### config.mk
export PLATFORM = sky130hd
export DESIGN_NAME = sdram_arbit_flat
export DESIGN_NICKNAME = d
export VERILOG_FILES = /design/src/rtl/sdram_pkg.sv /design/src/rtl/sdram_arbit_if.sv /design/src/rtl/sdram_arbit.sv /design/src/flat_wrapper.sv
export SDC_FILE = /design/constraint.sdc
export NUM_CORES = 1
export LEC_CHECK = 0
export CORE_MARGIN = 10
export CORE_UTILIZATION = 31
export CTS_BUF_LIST = sky130_fd_sc_hd__clkbuf_4 sky130_fd_sc_hd__clkbuf_8
export CTS_CLUSTER_SIZE = 25
export DETAILED_ROUTE_END_ITERATION = 10
export HOLD_SLACK_MARGIN = 0.05
export PLACE_DENSITY = 0.89
export SYNTH_ARGS = -nofsm -noshare
export SYNTH_HDL_FRONTEND = slang
export SYNTH_SLANG_ARGS = --single-unit
### constraint.sdc
create_clock -name sys_clk -period 4.1 [get_ports sys_clk]
set_input_delay 0.82 -clock sys_clk [delete_from_list [all_inputs] [get_ports sys_clk]]
set_output_delay 0.82 -clock sys_clk [all_outputs]
set_load 0.03 [all_outputs]
### src/rtl/sdram_pkg.sv
// Shared SDRAM encodings: command pin patterns, arbiter states and idle bus values.
package sdram_pkg;

  localparam logic [3:0] CMD_NOP       = 4'b0111;
  localparam logic [3:0] CMD_P_CHARGE  = 4'b0010;
  localparam logic [3:0] CMD_A_REF     = 4'b0001;
  localparam logic [3:0] CMD_ACTIVE    = 4'b0011;
  localparam logic [3:0] CMD_WRITE     = 4'b0100;
  localparam logic [3:0] CMD_READ      = 4'b0101;
  localparam logic [3:0] CMD_M_REG_SET = 4'b0000;

  localparam logic [1:0] IDLE_BA = 2'b11;

  typedef enum logic [2:0] {
    ST_INIT  = 3'd0,
    ST_ARBIT = 3'd1,
    ST_AREF  = 3'd2,
    ST_WRITE = 3'd3,
    ST_READ  = 3'd4
  } arb_state_e;

endpackage

### src/rtl/sdram_arbit_if.sv
// Request/grant handshake and SDRAM pin bundle between the sub-controllers, the arbiter and the pads.
interface sdram_arbit_if #(
  parameter int ADDR_W = 13,
  parameter int DATA_W = 16
);
  logic              init_end;
  logic [3:0]        init_cmd;
  logic [1:0]        init_ba;
  logic [ADDR_W-1:0] init_addr;
  logic              aref_req;
  logic              aref_end;
  logic [3:0]        aref_cmd;
  logic [1:0]        aref_ba;
  logic [ADDR_W-1:0] aref_addr;
  logic              wr_req;
  logic              wr_end;
  logic [3:0]        wr_cmd;
  logic [1:0]        wr_ba;
  logic [ADDR_W-1:0] wr_addr;
  logic              wr_sdram_en;
  logic [DATA_W-1:0] wr_sdram_data;
  logic              rd_req;
  logic              rd_end;
  logic [3:0]        rd_cmd;
  logic [1:0]        rd_ba;
  logic [ADDR_W-1:0] rd_addr;
  logic              aref_en;
  logic              wr_en;
  logic              rd_en;
  logic              sdram_cke;
  logic              sdram_cs_n;
  logic              sdram_ras_n;
  logic              sdram_cas_n;
  logic              sdram_we_n;
  logic [1:0]        sdram_ba;
  logic [ADDR_W-1:0] sdram_addr;
  logic [DATA_W-1:0] sdram_dq_out;
  logic              sdram_dq_oe;

  modport slave (
    input  init_end, init_cmd, init_ba, init_addr,
    input  aref_req, aref_end, aref_cmd, aref_ba, aref_addr,
    input  wr_req, wr_end, wr_cmd, wr_ba, wr_addr, wr_sdram_en, wr_sdram_data,
    input  rd_req, rd_end, rd_cmd, rd_ba, rd_addr,
    output aref_en, wr_en, rd_en,
    output sdram_cke, sdram_cs_n, sdram_ras_n, sdram_cas_n, sdram_we_n,
    output sdram_ba, sdram_addr, sdram_dq_out, sdram_dq_oe
  );

  modport master (
    output init_end, init_cmd, init_ba, init_addr,
    output aref_req, aref_end, aref_cmd, aref_ba, aref_addr,
    output wr_req, wr_end, wr_cmd, wr_ba, wr_addr, wr_sdram_en, wr_sdram_data,
    output rd_req, rd_end, rd_cmd, rd_ba, rd_addr,
    input  aref_en, wr_en, rd_en,
    input  sdram_cke, sdram_cs_n, sdram_ras_n, sdram_cas_n, sdram_we_n,
    input  sdram_ba, sdram_addr, sdram_dq_out, sdram_dq_oe
  );
endinterface

### src/rtl/sdram_arbit.sv
// SDRAM command-bus owner: waits for init, then grants refresh/write/read one at a time
// and muxes the granted source onto the pins until that source signals its end.
module sdram_arbit
  import sdram_pkg::*;
#(
  parameter int ADDR_W        = 13,
  parameter int DATA_W        = 16,
  parameter int MAX_WR_STREAK = 4
) (
  input  logic          sys_clk,
  input  logic          sys_rst_n,
  sdram_arbit_if.slave  bus
);

  localparam int STREAK_W = $clog2(MAX_WR_STREAK + 1);
  localparam logic [STREAK_W-1:0] STREAK_MAX = STREAK_W'(MAX_WR_STREAK);

  arb_state_e          state_r, next_state_s;
  logic                aref_en_r, wr_en_r, rd_en_r;
  logic                next_aref_en_s, next_wr_en_s, next_rd_en_s;
  logic [STREAK_W-1:0] streak_r, next_streak_s;
  logic                read_forced_s;
  logic [3:0]          cmd_s;
  logic [1:0]          ba_s;
  logic [ADDR_W-1:0]   addr_s;

  // A pending read gets the bus once writes have won MAX_WR_STREAK times in a row.
  assign read_forced_s = bus.rd_req && (streak_r == STREAK_MAX);

  // State, grant and streak registers.
  always_ff @(posedge sys_clk or negedge sys_rst_n) begin
    if (!sys_rst_n) begin
      state_r   <= ST_INIT;
      aref_en_r <= 1'b0;
      wr_en_r   <= 1'b0;
      rd_en_r   <= 1'b0;
      streak_r  <= '0;
    end else begin
      state_r   <= next_state_s;
      aref_en_r <= next_aref_en_s;
      wr_en_r   <= next_wr_en_s;
      rd_en_r   <= next_rd_en_s;
      streak_r  <= next_streak_s;
    end
  end

  // Next-state, grant and streak decision.
  always_comb begin
    next_state_s   = state_r;
    next_aref_en_s = aref_en_r;
    next_wr_en_s   = wr_en_r;
    next_rd_en_s   = rd_en_r;
    next_streak_s  = streak_r;
    case (state_r)
      ST_INIT: begin
        if (bus.init_end) begin
          next_state_s = ST_ARBIT;
        end else begin
          next_state_s = ST_INIT;
        end
      end
      ST_ARBIT: begin
        if (bus.aref_req) begin
          next_state_s   = ST_AREF;
          next_aref_en_s = 1'b1;
        end else if (bus.wr_req && !read_forced_s) begin
          next_state_s = ST_WRITE;
          next_wr_en_s = 1'b1;
          if (!bus.rd_req) begin
            next_streak_s = '0;
          end else if (streak_r < STREAK_MAX) begin
            next_streak_s = streak_r + {{(STREAK_W-1){1'b0}}, 1'b1};
          end else begin
            next_streak_s = STREAK_MAX;
          end
        end else if (bus.rd_req) begin
          next_state_s  = ST_READ;
          next_rd_en_s  = 1'b1;
          next_streak_s = '0;
        end else begin
          next_state_s = ST_ARBIT;
        end
      end
      ST_AREF: begin
        if (bus.aref_end) begin
          next_state_s   = ST_ARBIT;
          next_aref_en_s = 1'b0;
        end else begin
          next_state_s = ST_AREF;
        end
      end
      ST_WRITE: begin
        if (bus.wr_end) begin
          next_state_s = ST_ARBIT;
          next_wr_en_s = 1'b0;
        end else begin
          next_state_s = ST_WRITE;
        end
      end
      ST_READ: begin
        if (bus.rd_end) begin
          next_state_s = ST_ARBIT;
          next_rd_en_s = 1'b0;
        end else begin
          next_state_s = ST_READ;
        end
      end
      default: begin
        next_state_s   = ST_INIT;
        next_aref_en_s = 1'b0;
        next_wr_en_s   = 1'b0;
        next_rd_en_s   = 1'b0;
      end
    endcase
  end

  // Zero-latency pin mux keyed on the current owner of the bus.
  always_comb begin
    cmd_s  = CMD_NOP;
    ba_s   = IDLE_BA;
    addr_s = {ADDR_W{1'b1}};
    case (state_r)
      ST_INIT: begin
        cmd_s  = bus.init_cmd;
        ba_s   = bus.init_ba;
        addr_s = bus.init_addr;
      end
      ST_AREF: begin
        cmd_s  = bus.aref_cmd;
        ba_s   = bus.aref_ba;
        addr_s = bus.aref_addr;
      end
      ST_WRITE: begin
        cmd_s  = bus.wr_cmd;
        ba_s   = bus.wr_ba;
        addr_s = bus.wr_addr;
      end
      ST_READ: begin
        cmd_s  = bus.rd_cmd;
        ba_s   = bus.rd_ba;
        addr_s = bus.rd_addr;
      end
      default: begin
        cmd_s  = CMD_NOP;
        ba_s   = IDLE_BA;
        addr_s = {ADDR_W{1'b1}};
      end
    endcase
  end

  assign bus.aref_en      = aref_en_r;
  assign bus.wr_en        = wr_en_r;
  assign bus.rd_en        = rd_en_r;
  assign bus.sdram_cke    = 1'b1;
  assign {bus.sdram_cs_n, bus.sdram_ras_n, bus.sdram_cas_n, bus.sdram_we_n} = cmd_s;
  assign bus.sdram_ba     = ba_s;
  assign bus.sdram_addr   = addr_s;
  assign bus.sdram_dq_out = bus.wr_sdram_data[DATA_W-1:0];
  assign bus.sdram_dq_oe  = bus.wr_sdram_en && (state_r == ST_WRITE);

endmodule

### src/flat_wrapper.sv
// flat-port wrapper written by rule: the top's interface ports become plain ports
module sdram_arbit_flat import sdram_pkg::*;
#(
  parameter int ADDR_W        = 13,
  parameter int DATA_W        = 16,
  parameter int MAX_WR_STREAK = 4
)
  (sys_clk, sys_rst_n, bus_init_end, bus_init_cmd, bus_init_ba, bus_init_addr, bus_aref_req, bus_aref_end, bus_aref_cmd, bus_aref_ba, bus_aref_addr, bus_wr_req, bus_wr_end, bus_wr_cmd, bus_wr_ba, bus_wr_addr, bus_wr_sdram_en, bus_wr_sdram_data, bus_rd_req, bus_rd_end, bus_rd_cmd, bus_rd_ba, bus_rd_addr, bus_aref_en, bus_wr_en, bus_rd_en, bus_sdram_cke, bus_sdram_cs_n, bus_sdram_ras_n, bus_sdram_cas_n, bus_sdram_we_n, bus_sdram_ba, bus_sdram_addr, bus_sdram_dq_out, bus_sdram_dq_oe);
  sdram_arbit_if #(.ADDR_W(ADDR_W), .DATA_W(DATA_W)) bus_i ();
  input  logic sys_clk;
  input  logic sys_rst_n;
  input wire logic [$bits(bus_i.init_end)-1:0] bus_init_end;
  input wire logic [$bits(bus_i.init_cmd)-1:0] bus_init_cmd;
  input wire logic [$bits(bus_i.init_ba)-1:0] bus_init_ba;
  input wire logic [$bits(bus_i.init_addr)-1:0] bus_init_addr;
  input wire logic [$bits(bus_i.aref_req)-1:0] bus_aref_req;
  input wire logic [$bits(bus_i.aref_end)-1:0] bus_aref_end;
  input wire logic [$bits(bus_i.aref_cmd)-1:0] bus_aref_cmd;
  input wire logic [$bits(bus_i.aref_ba)-1:0] bus_aref_ba;
  input wire logic [$bits(bus_i.aref_addr)-1:0] bus_aref_addr;
  input wire logic [$bits(bus_i.wr_req)-1:0] bus_wr_req;
  input wire logic [$bits(bus_i.wr_end)-1:0] bus_wr_end;
  input wire logic [$bits(bus_i.wr_cmd)-1:0] bus_wr_cmd;
  input wire logic [$bits(bus_i.wr_ba)-1:0] bus_wr_ba;
  input wire logic [$bits(bus_i.wr_addr)-1:0] bus_wr_addr;
  input wire logic [$bits(bus_i.wr_sdram_en)-1:0] bus_wr_sdram_en;
  input wire logic [$bits(bus_i.wr_sdram_data)-1:0] bus_wr_sdram_data;
  input wire logic [$bits(bus_i.rd_req)-1:0] bus_rd_req;
  input wire logic [$bits(bus_i.rd_end)-1:0] bus_rd_end;
  input wire logic [$bits(bus_i.rd_cmd)-1:0] bus_rd_cmd;
  input wire logic [$bits(bus_i.rd_ba)-1:0] bus_rd_ba;
  input wire logic [$bits(bus_i.rd_addr)-1:0] bus_rd_addr;
  output wire logic [$bits(bus_i.aref_en)-1:0] bus_aref_en;
  output wire logic [$bits(bus_i.wr_en)-1:0] bus_wr_en;
  output wire logic [$bits(bus_i.rd_en)-1:0] bus_rd_en;
  output wire logic [$bits(bus_i.sdram_cke)-1:0] bus_sdram_cke;
  output wire logic [$bits(bus_i.sdram_cs_n)-1:0] bus_sdram_cs_n;
  output wire logic [$bits(bus_i.sdram_ras_n)-1:0] bus_sdram_ras_n;
  output wire logic [$bits(bus_i.sdram_cas_n)-1:0] bus_sdram_cas_n;
  output wire logic [$bits(bus_i.sdram_we_n)-1:0] bus_sdram_we_n;
  output wire logic [$bits(bus_i.sdram_ba)-1:0] bus_sdram_ba;
  output wire logic [$bits(bus_i.sdram_addr)-1:0] bus_sdram_addr;
  output wire logic [$bits(bus_i.sdram_dq_out)-1:0] bus_sdram_dq_out;
  output wire logic [$bits(bus_i.sdram_dq_oe)-1:0] bus_sdram_dq_oe;
  assign bus_i.init_end = bus_init_end;
  assign bus_i.init_cmd = bus_init_cmd;
  assign bus_i.init_ba = bus_init_ba;
  assign bus_i.init_addr = bus_init_addr;
  assign bus_i.aref_req = bus_aref_req;
  assign bus_i.aref_end = bus_aref_end;
  assign bus_i.aref_cmd = bus_aref_cmd;
  assign bus_i.aref_ba = bus_aref_ba;
  assign bus_i.aref_addr = bus_aref_addr;
  assign bus_i.wr_req = bus_wr_req;
  assign bus_i.wr_end = bus_wr_end;
  assign bus_i.wr_cmd = bus_wr_cmd;
  assign bus_i.wr_ba = bus_wr_ba;
  assign bus_i.wr_addr = bus_wr_addr;
  assign bus_i.wr_sdram_en = bus_wr_sdram_en;
  assign bus_i.wr_sdram_data = bus_wr_sdram_data;
  assign bus_i.rd_req = bus_rd_req;
  assign bus_i.rd_end = bus_rd_end;
  assign bus_i.rd_cmd = bus_rd_cmd;
  assign bus_i.rd_ba = bus_rd_ba;
  assign bus_i.rd_addr = bus_rd_addr;
  assign bus_aref_en = bus_i.aref_en;
  assign bus_wr_en = bus_i.wr_en;
  assign bus_rd_en = bus_i.rd_en;
  assign bus_sdram_cke = bus_i.sdram_cke;
  assign bus_sdram_cs_n = bus_i.sdram_cs_n;
  assign bus_sdram_ras_n = bus_i.sdram_ras_n;
  assign bus_sdram_cas_n = bus_i.sdram_cas_n;
  assign bus_sdram_we_n = bus_i.sdram_we_n;
  assign bus_sdram_ba = bus_i.sdram_ba;
  assign bus_sdram_addr = bus_i.sdram_addr;
  assign bus_sdram_dq_out = bus_i.sdram_dq_out;
  assign bus_sdram_dq_oe = bus_i.sdram_dq_oe;
  sdram_arbit #(.ADDR_W(ADDR_W), .DATA_W(DATA_W), .MAX_WR_STREAK(MAX_WR_STREAK)) u_core (.sys_clk(sys_clk), .sys_rst_n(sys_rst_n), .bus(bus_i));
endmodule
# ---- Word-level counts from Yosys, hierarchy flattened
# Index checks and enable logic that the tools add are counted.
dict set report totals {
  output_inout_bits 40
  ff_bits 9
  inputBits 102
  elab_cells 64
}
dict set report classes {
  addsub 1
  n_reduce_logical 13
  mux 27
  eq_ne 13
  bitwise 4
  n_lt_le_gt_ge 1
}
# cell n
set ops {}
lappend ops {{$pmux 13 s4} 1}
lappend ops {{$mux 3} 8}
lappend ops {{$pmux 4 s4} 1}
lappend ops {{$pmux 3 s5} 1}
lappend ops {{$ne 2x2->1 const B} 7}
lappend ops {{$mux 1} 10}
lappend ops {{$pmux 1 s3} 3}
lappend ops {{$reduce_or 3->1} 3}
lappend ops {{$pmux 2 s4} 1}
lappend ops {{$eq 3x2->1 const B} 2}
lappend ops {{$eq 3x3->1 const B} 2}
lappend ops {{$reduce_and 3->1} 2}
lappend ops {{$reduce_and 5->1} 1}
lappend ops {{$mux 2} 2}
lappend ops {{$not 1->1} 4}
lappend ops {{$reduce_and 4->1} 1}
lappend ops {{$add 3x1->3 const B} 1}
lappend ops {{$eq 3x1->1 const B} 1}
lappend ops {{$logic_and 1x1->1} 3}
lappend ops {{$logic_not 3->1} 1}
lappend ops {{$lt 3x3->1 const B} 1}
lappend ops {{$ne 2x1->1 const B} 1}
lappend ops {{$reduce_bool 2->1} 1}
lappend ops {{$logic_not 1->1} 1}

# ---- Depth between registers and ports, before layout
# Gate-level depths: netlist of the first run.
dict set report depth {
  depth_word 7
  mapped_depth 5
  mapped_depth_nobuf 5
}

# ---- Least setup slack after synthesis of the first run
# No wires, ideal clock.
dict set report synth_timing {
  path_kind {input port to output port}
  start {in bus_aref_cmd[3]}
  end {out bus_sdram_cs_n}
  cell_stages 3
  required_time_ns 3.280
  arrival_ns 1.683
  path_buffers 0
  path_slack_ns 1.597
  cell_sequence {mux2_2 > a22oi_1 > o21ai_0}
}
dict set report synth_via {
  elab_chain_len 1
}
# item line
set synth_rtl {}
lappend synth_rtl {{from (decl)} flat_wrapper.sv:18} ;# input wire logic [$bits(bus_i.aref_cmd)-1:0] bus_aref_cmd;
lappend synth_rtl {{$pmux 4 s4} sdram_arbit.sv:122} ;# case (state_r)
lappend synth_rtl {{to (decl)} flat_wrapper.sv:37} ;# output wire logic [$bits(bus_i.sdram_cs_n)-1:0] bus_sdram_cs_n;
# Every way passes these cells.

# ---- Worst setup path in the final report of the first run
dict set report layout_timing {
  start {in bus_wr_addr[4]}
  end {out bus_sdram_addr[4]}
}
dict set report layout_via {
  elab_chain_len 1
}
# item line
set layout_rtl {}
lappend layout_rtl {{from (decl)} flat_wrapper.sv:25} ;# input wire logic [$bits(bus_i.wr_addr)-1:0] bus_wr_addr;
lappend layout_rtl {{$pmux 13 s4} sdram_arbit.sv:122}
lappend layout_rtl {{to (decl)} flat_wrapper.sv:42} ;# output wire logic [$bits(bus_i.sdram_addr)-1:0] bus_sdram_addr;
# Every way passes these cells.

==> flow_summary.json, run 1 <==
{
  "die_area_mm2": 0.007078,
  "grt_pass1_wl_um": 8342,
  "antenna_found_initial": 0,
  "clk_path_buf_depth": 2,
  "holdBufCountCts": 0,
  "clkSinkCount": 9,
  "num_rows": 23,
  "avgSynthCellArea_um2": 8.854,
  "sequentialPowerShare_pct": 13.5,
  "crit_type": "primary input to output pin",
  "ir_drop_mv": 0.2485,
  "fin_tns_setup_ns": 0,
  "wirelength_um": 5340,
  "end_kind": "output pin",
  "numCtsBuffers": 3,
  "cts_htree_levels": 1,
  "switching_share_pct": 49.14,
  "cp.arrival_ns": 2.31,
  "crit_path_top_delay_cell": "clkdlybuf4s50_1",
  "place.gp.congestion": 0.8135,
  "postCtsSetupBuffers": 0,
  "syn2layout_area_growth_pct": 81.35,
  "fin_nets": 337,
  "antenna_cells": 0,
  "comb_power_share_pct": 78.3,
  "place_worst_setup_slack_ns": 0.9471,
  "coreArea_mm2": 0.004000,
  "ys.flop_type": "dfrtp_1",
  "path_depth": 4,
  "p_sw_uw": 636.4,
  "period_share_pct": 76.42,
  "timing.final.ws_setup_ns": 0.9668,
  "path_max_fanout": 1,
  "grt_overflow": 0,
  "dp_cells": 278,
  "drt_iter0_markers": 60,
  "grt_max_degree": 21,
  "crit_top_cell": "clkdlybuf4s50_1",
  "synth_cell_types": 35,
  "synth-seq-cells": 9,
  "cap_violations": 0,
  "critPathBufInv": 2,
  "hp-class": "flop to flop",
  "leakagePower_uw": 0.0009033,
  "synth_warnings": 0,
  "hold_viol_final": 0,
  "portBuffers": 108,
  "final_cells": 282,
  "io_pins": 142,
  "drtPass1Iterations": 4,
  "ant_nets": 0,
  "fp.dieW_um": 84.13,
  "syn_nets": 248,
  "die_h_um": 84.13,
  "viasPerCell": 5.096,
  "remaining_drc_errors": 0,
  "track_usage_pct": 14.18,
  "vias": 1437,
  "hpwlAfterDp_um": 4538,
  "fin_crit_ns": 3.133,
  "post_drt_wl_per_cell_um": 18.94,
  "finalMaxSlewViolations": 0,
  "synth_seq_area_share_pct": 17.66,
  "worstSetupStartpointType": "primary input",
  "crit_chain": "clkdlybuf4s50_1, mux2i_1, a22oi_1, clkdlybuf4s50_1",
  "setup_viol": 0,
  "grt_pass1_vias": 1604,
  "rsz0062_at_grt": "no",
  "mostFrequentLayoutCells": "clkdlybuf4s50_1 (108), mux2i_1 (37), a22oi_1 (20)",
  "power.internal_uw": 658.6,
  "synth_edf_count": 0,
  "async_flop_share_pct": 100.0,
  "drive_above_1_share_pct": 6.034,
  "cp_slowest_stage_delay_ns": 0.72,
  "cp_top_family": "buffers and inverters",
  "worstRegToRegCells": 3,
  "required_ns": 3.28,
  "clk_latency_ns": 0.23,
  "power_density_mw_per_mm2": 560.0,
  "cts_tree": "yes",
  "pwr-share-clk_pct": 8.2,
  "synthesis.area_mm2": 0.001275,
  "cts.repair.resized": 0,
  "hold_depth": 1,
  "status": "completed",
  "cts-root-buf": "clkbuf_8",
  "synthCells": 144,
  "fin_worst_skew_ns": 0.005375,
  "start_util_pct": 31.87,
  "fmax_mhz": 319.2,
  "clk_pin_slew_worst_paths_ns": 0.04,
  "final_common_cell": "clkdlybuf4s50_1"
}
-- cells by family (layout without fill, tap and decap cells) --
kind of cell	count (synthesis)	in the layout	share of synthesized area, %
buf+inv	36	124	16.88
other cells	1	1	0.2941
mux	39	39	30.81
compound gates	36	36	21.00
fa+ha+maj	2	2	1.962
flops	9	9	17.66
simple gates	21	21	11.38
-- path summary, 6_finish.rpt --
| kind | startpoint | endpoint | slack (ns) |
|---|---|---|---|
| max | bus_wr_addr[4] | bus_sdram_addr[4] | 0.97 |
| min | u_core.streak_r[1] | u_core.streak_r[1] | 0.54 |
| max reg2reg | u_core.state_r[1] | u_core.streak_r[0] | 2.51 |
| min reg2reg | u_core.streak_r[1] | u_core.streak_r[1] | 0.54 |
| max in group asynchronous | sys_rst_n | u_core.bus.wr_en | 2.93 |
| min in group asynchronous | sys_rst_n | u_core.state_r[2] | 0.88 |
-- per-layer routing --
layer / wire [µm] / track usage (%) / vias up
met3: 481 / 5.990 / 6
met2: 2920 / 26.90 / 60
li1: - / - / 697
met5: 0 / 0 / -
met1: 1856 / 13.71 / 674
met4: 80 / 3.501 / 0
-- Yosys cell counts (2+ instances only) --
library cell	instances	area, µm²
a21oi_1	2	10.01
mux2_2	2	22.52
a22oi_1	20	150.1
dfrtp_1	9	225.2
o211ai_1	2	15.01
nand3_1	4	20.02
nand2_1	4	15.01
mux2i_1	37	370.4
ha_1	2	25.02
and3_1	2	12.51
buf_2	7	35.03
nor2b_1	5	31.28
clkbuf_1	2	7.510
inv_1	8	30.03
buf_4	17	127.6
o21ai_0	2	10.01
-- area by class of cell --
class	count	area (µm²)
Fill cell	368	1688
Multi-Input combinational cell	99	834.6
Inverter	8	30.03
Clock buffer	4	48.80
Timing Repair Buffer	112	1111
Tap cell	50	62.56
Sequential cell	9	225.2
-- worst reg2reg max path: stages, from the launching register on --
cell and delay [ns]:
dfrtp_1 0.52, or4b_4 0.60, nor3_2 0.22, mux2_2 0.18
-- flip-flops by register name, indices dropped and copies added (netlist names) --
| register | cells |
|---|---|
| u_core.state_r | 3 |
| u_core.streak_r | 3 |
| u_core.bus.wr_en | 1 |
| u_core.bus.rd_en | 1 |
| u_core.bus.aref_en | 1 |
-- power by group through the flow --
stage	Sequential, µW	Clock, µW	Combinational (µW)
2_1_floorplan	162	0	650
3_3_place_gp	173	0	1010
3_5_place_dp	175	0	1020
4_1_cts	175	110	1030
5_1_grt	183	117	1080
6_report	174	107	1010
-- stage by stage --
stage	hold slack, ns	utilization, %	area, µm²	power (µW)
5_1_grt	0.5644	57.80	2312	1382
4_1_cts	0.5402	57.80	2312	1311
3_5_place_dp	0.5252	56.58	2263	1196
3_3_place_gp	0.5186	56.58	2263	1185
2_1_floorplan	0.4915	-	1275	812.3
6_report	0.5436	57.80	2312	1295
No activity file was read; power rests on OpenSTA's default activity.
==> inputs of run 2 (changes only) <==
--- a/config.mk
+++ b/config.mk
@@ -6,12 +6,12 @@
 export NUM_CORES = 1
 export LEC_CHECK = 0
 export CORE_MARGIN = 10
-export CORE_UTILIZATION = 31
+export CORE_UTILIZATION = 26
 export CTS_BUF_LIST = sky130_fd_sc_hd__clkbuf_4 sky130_fd_sc_hd__clkbuf_8
 export CTS_CLUSTER_SIZE = 25
 export DETAILED_ROUTE_END_ITERATION = 10
 export HOLD_SLACK_MARGIN = 0.05
-export PLACE_DENSITY = 0.89
+export PLACE_DENSITY = 0.8
 export SYNTH_ARGS = -nofsm -noshare
 export SYNTH_HDL_FRONTEND = slang
 export SYNTH_SLANG_ARGS = --single-unit
==> constraint.sdc (replaced) <==
create_clock -name sys_clk -period 2.65 [get_ports sys_clk]
set_input_delay 0.53 -clock sys_clk [delete_from_list [all_inputs] [get_ports sys_clk]]
set_output_delay 0.53 -clock sys_clk [all_outputs]
set_load 0.03 [all_outputs]
==> flow_summary.json, run 2 (synthesis gave the netlist of run 1 again) <==
{
  "leakagePower_uw": 0.0009606,
  "drtPass1Iterations": 4,
  "track_usage_pct": 11.89,
  "num_rows": 25,
  "final_common_cell": "clkdlybuf4s50_1",
  "dp_cells": 296,
  "final_cells": 300,
  "hp-class": "flop to flop",
  "clkSinkCount": 9,
  "hold_viol_final": 0,
  "fmax_mhz": 382.7,
  "cts_tree": "yes",
  "clk_latency_ns": 0.23,
  "end_kind": "output pin",
  "vias": 1426,
  "clk_pin_slew_worst_paths_ns": 0.05,
  "post_drt_wl_per_cell_um": 17.07,
  "ir_drop_mv": 0.4354,
  "setup_viol": 0,
  "die_h_um": 90.03,
  "postCtsSetupBuffers": 0,
  "cp.arrival_ns": 2.08,
  "worstMarginPinSlew_ns": 0.6323,
  "die_area_mm2": 0.008105,
  "fin_crit_ns": 2.613,
  "holdBufCountCts": 0,
  "n_fill_cell": 441,
  "fin_worst_skew_ns": 0.003709,
  "period_share_pct": 98.60,
  "top_regs": "u_core.state_r (3), u_core.streak_r (3)",
  "remaining_drc_errors": 0,
  "comb_power_share_pct": 80.1,
  "status": "completed",
  "viasPerCell": 4.753,
  "numCtsBuffers": 3,
  "clk_path_buf_depth": 2,
  "sequentialPowerShare_pct": 11.4,
  "required_ns": 2.12,
  "cap_violations": 0,
  "finalMaxSlewViolations": 0,
  "worstSetupStartpointType": "flop",
  "mostFrequentLayoutCells": "clkdlybuf4s50_1 (98), mux2i_1 (37), a22oi_1 (20)",
  "portBuffers": 108,
  "coreArea_mm2": 0.004723,
  "rsz0062_at_grt": "yes",
  "path_max_fanout": 15,
  "cts-root-buf": "clkbuf_8",
  "fp.dieW_um": 90.03,
  "power_density_mw_per_mm2": 841.4,
  "hpwlAfterDp_um": 4263,
  "cts_htree_levels": 1,
  "switching_share_pct": 48.72,
  "grt_pass1_vias": 1526,
  "crit_type": "flop to output pin",
  "start_util_pct": 26.99,
  "fin_nets": 338,
  "grt_pass1_wl_um": 8024,
  "antenna_cells": 0,
  "p_sw_uw": 973.5,
  "slew_headroom_pct": 57.80,
  "drive_above_1_share_pct": 7.725,
  "grt_overflow": 0,
  "antenna_found_initial": 0,
  "power.internal_uw": 1025,
  "fin_total_pwr_uw": 1998,
  "ant_nets": 0,
  "pwr-share-clk_pct": 8.5,
  "drt_iter0_markers": 54,
  "io_pins": 142,
  "r2r_setup_slack_ns": 1.01,
  "syn2layout_area_growth_pct": 86.26,
  "wirelength_um": 5120,
  "grt_max_degree": 29,
  "place.gp.congestion": 0.7819
}
## run 2: cell types whose count changed in the layout (fill, tap and decap cells not counted), sizes merged
| cell | delta |
|---|---|
| dlymetal6s2s | +8 |
| clkdlybuf4s50 | -10 |
| buf | +3 |
## run 2: cell type report
type	count	area [µm²]	share of cell area, %
Clock buffer	4	48.80	2.055
Inverter	8	30.03	1.264
Multi-Input combinational cell	99	837.1	35.25
Sequential cell	9	225.2	9.484
Tap cell	67	83.83	3.530
Timing Repair Buffer	113	1150	48.42
## run 2: metal layers
metal | track usage, % | vias up | routed length, µm | part of all wire, %
li1 | - | 698 | - | -
met1 | 13.82 | 658 | 2087 | 41
met2 | 20.64 | 62 | 2628 | 51
met3 | 2.743 | 8 | 322 | 6.3
met4 | 4.377 | 0 | 82 | 1.6
met5 | 0 | - | 0 | 0
## run 2: stage by stage
step	cell area, µm²	utilization, %	hold slack, ns	setup WS (ns)	TNS [ns]
after floorplan	1275	-	0.2344	0.6334	0
after CTS	2351	49.77	0.5313	0.008277	0
after detailed placement	2300	48.69	0.5165	-0.001244	-0.001244
after global routing	2375	50.28	0.5519	-0.03770	-0.1694
final	2375	50.28	0.5261	0.03721	0
after global placement	2300	48.69	0.5167	-0.004810	-0.008179
## run 2: worst max-delay path, stage by stage, from the launching register on
cell	delay, ns
dfrtp_1	0.39
nor2_2	0.52
buf_4	0.26
a22oi_1	0.07
clkdlybuf4s50_1	0.61
## run 2: path summary, 6_finish.rpt
path / cells past startpoint / end / from
setup / recovery: 4 / bus_sdram_addr[10] / u_core.state_r[1]
hold / removal: 1 / u_core.streak_r[1] / u_core.streak_r[1]
max in group asynchronous: 1 / u_core.state_r[0] / sys_rst_n
hold reg to reg: 1 / u_core.streak_r[1] / u_core.streak_r[1]
min in group asynchronous: 1 / u_core.streak_r[1] / sys_rst_n
setup reg to reg: 4 / u_core.streak_r[0] / u_core.state_r[0]
## run 2: timing repair
| action | 4_1_cts | 5_1_grt |
|---|---|---|
| endpoints found under the hold margin | 0 | 0 |
| resized for setup | 1 | 9 |
| setup endpoints to repair | 18 | 14 |
## run 2: power groups by stage
stage | clock network (µW) | logic, µW | registers [µW]
after CTS | 178 | 1630 | 225
after global routing | 185 | 1700 | 235
final | 170 | 1600 | 227
after detailed placement | 0 | 1620 | 224
after floorplan | 0 | 1010 | 250
after global placement | 0 | 1620 | 221
==> inputs of run 3 (changes only) <==
--- a/config.mk
+++ b/config.mk
@@ -10,7 +10,7 @@
 export CTS_BUF_LIST = sky130_fd_sc_hd__clkbuf_4 sky130_fd_sc_hd__clkbuf_8
 export CTS_CLUSTER_SIZE = 25
 export DETAILED_ROUTE_END_ITERATION = 10
-export HOLD_SLACK_MARGIN = 0.05
+export HOLD_SLACK_MARGIN = 0.06
 export PLACE_DENSITY = 0.8
 export SYNTH_ARGS = -nofsm -noshare
 export SYNTH_HDL_FRONTEND = slang
==> results of run 3 <==
Final layout, timing and power as in run 2 (identical DEF).
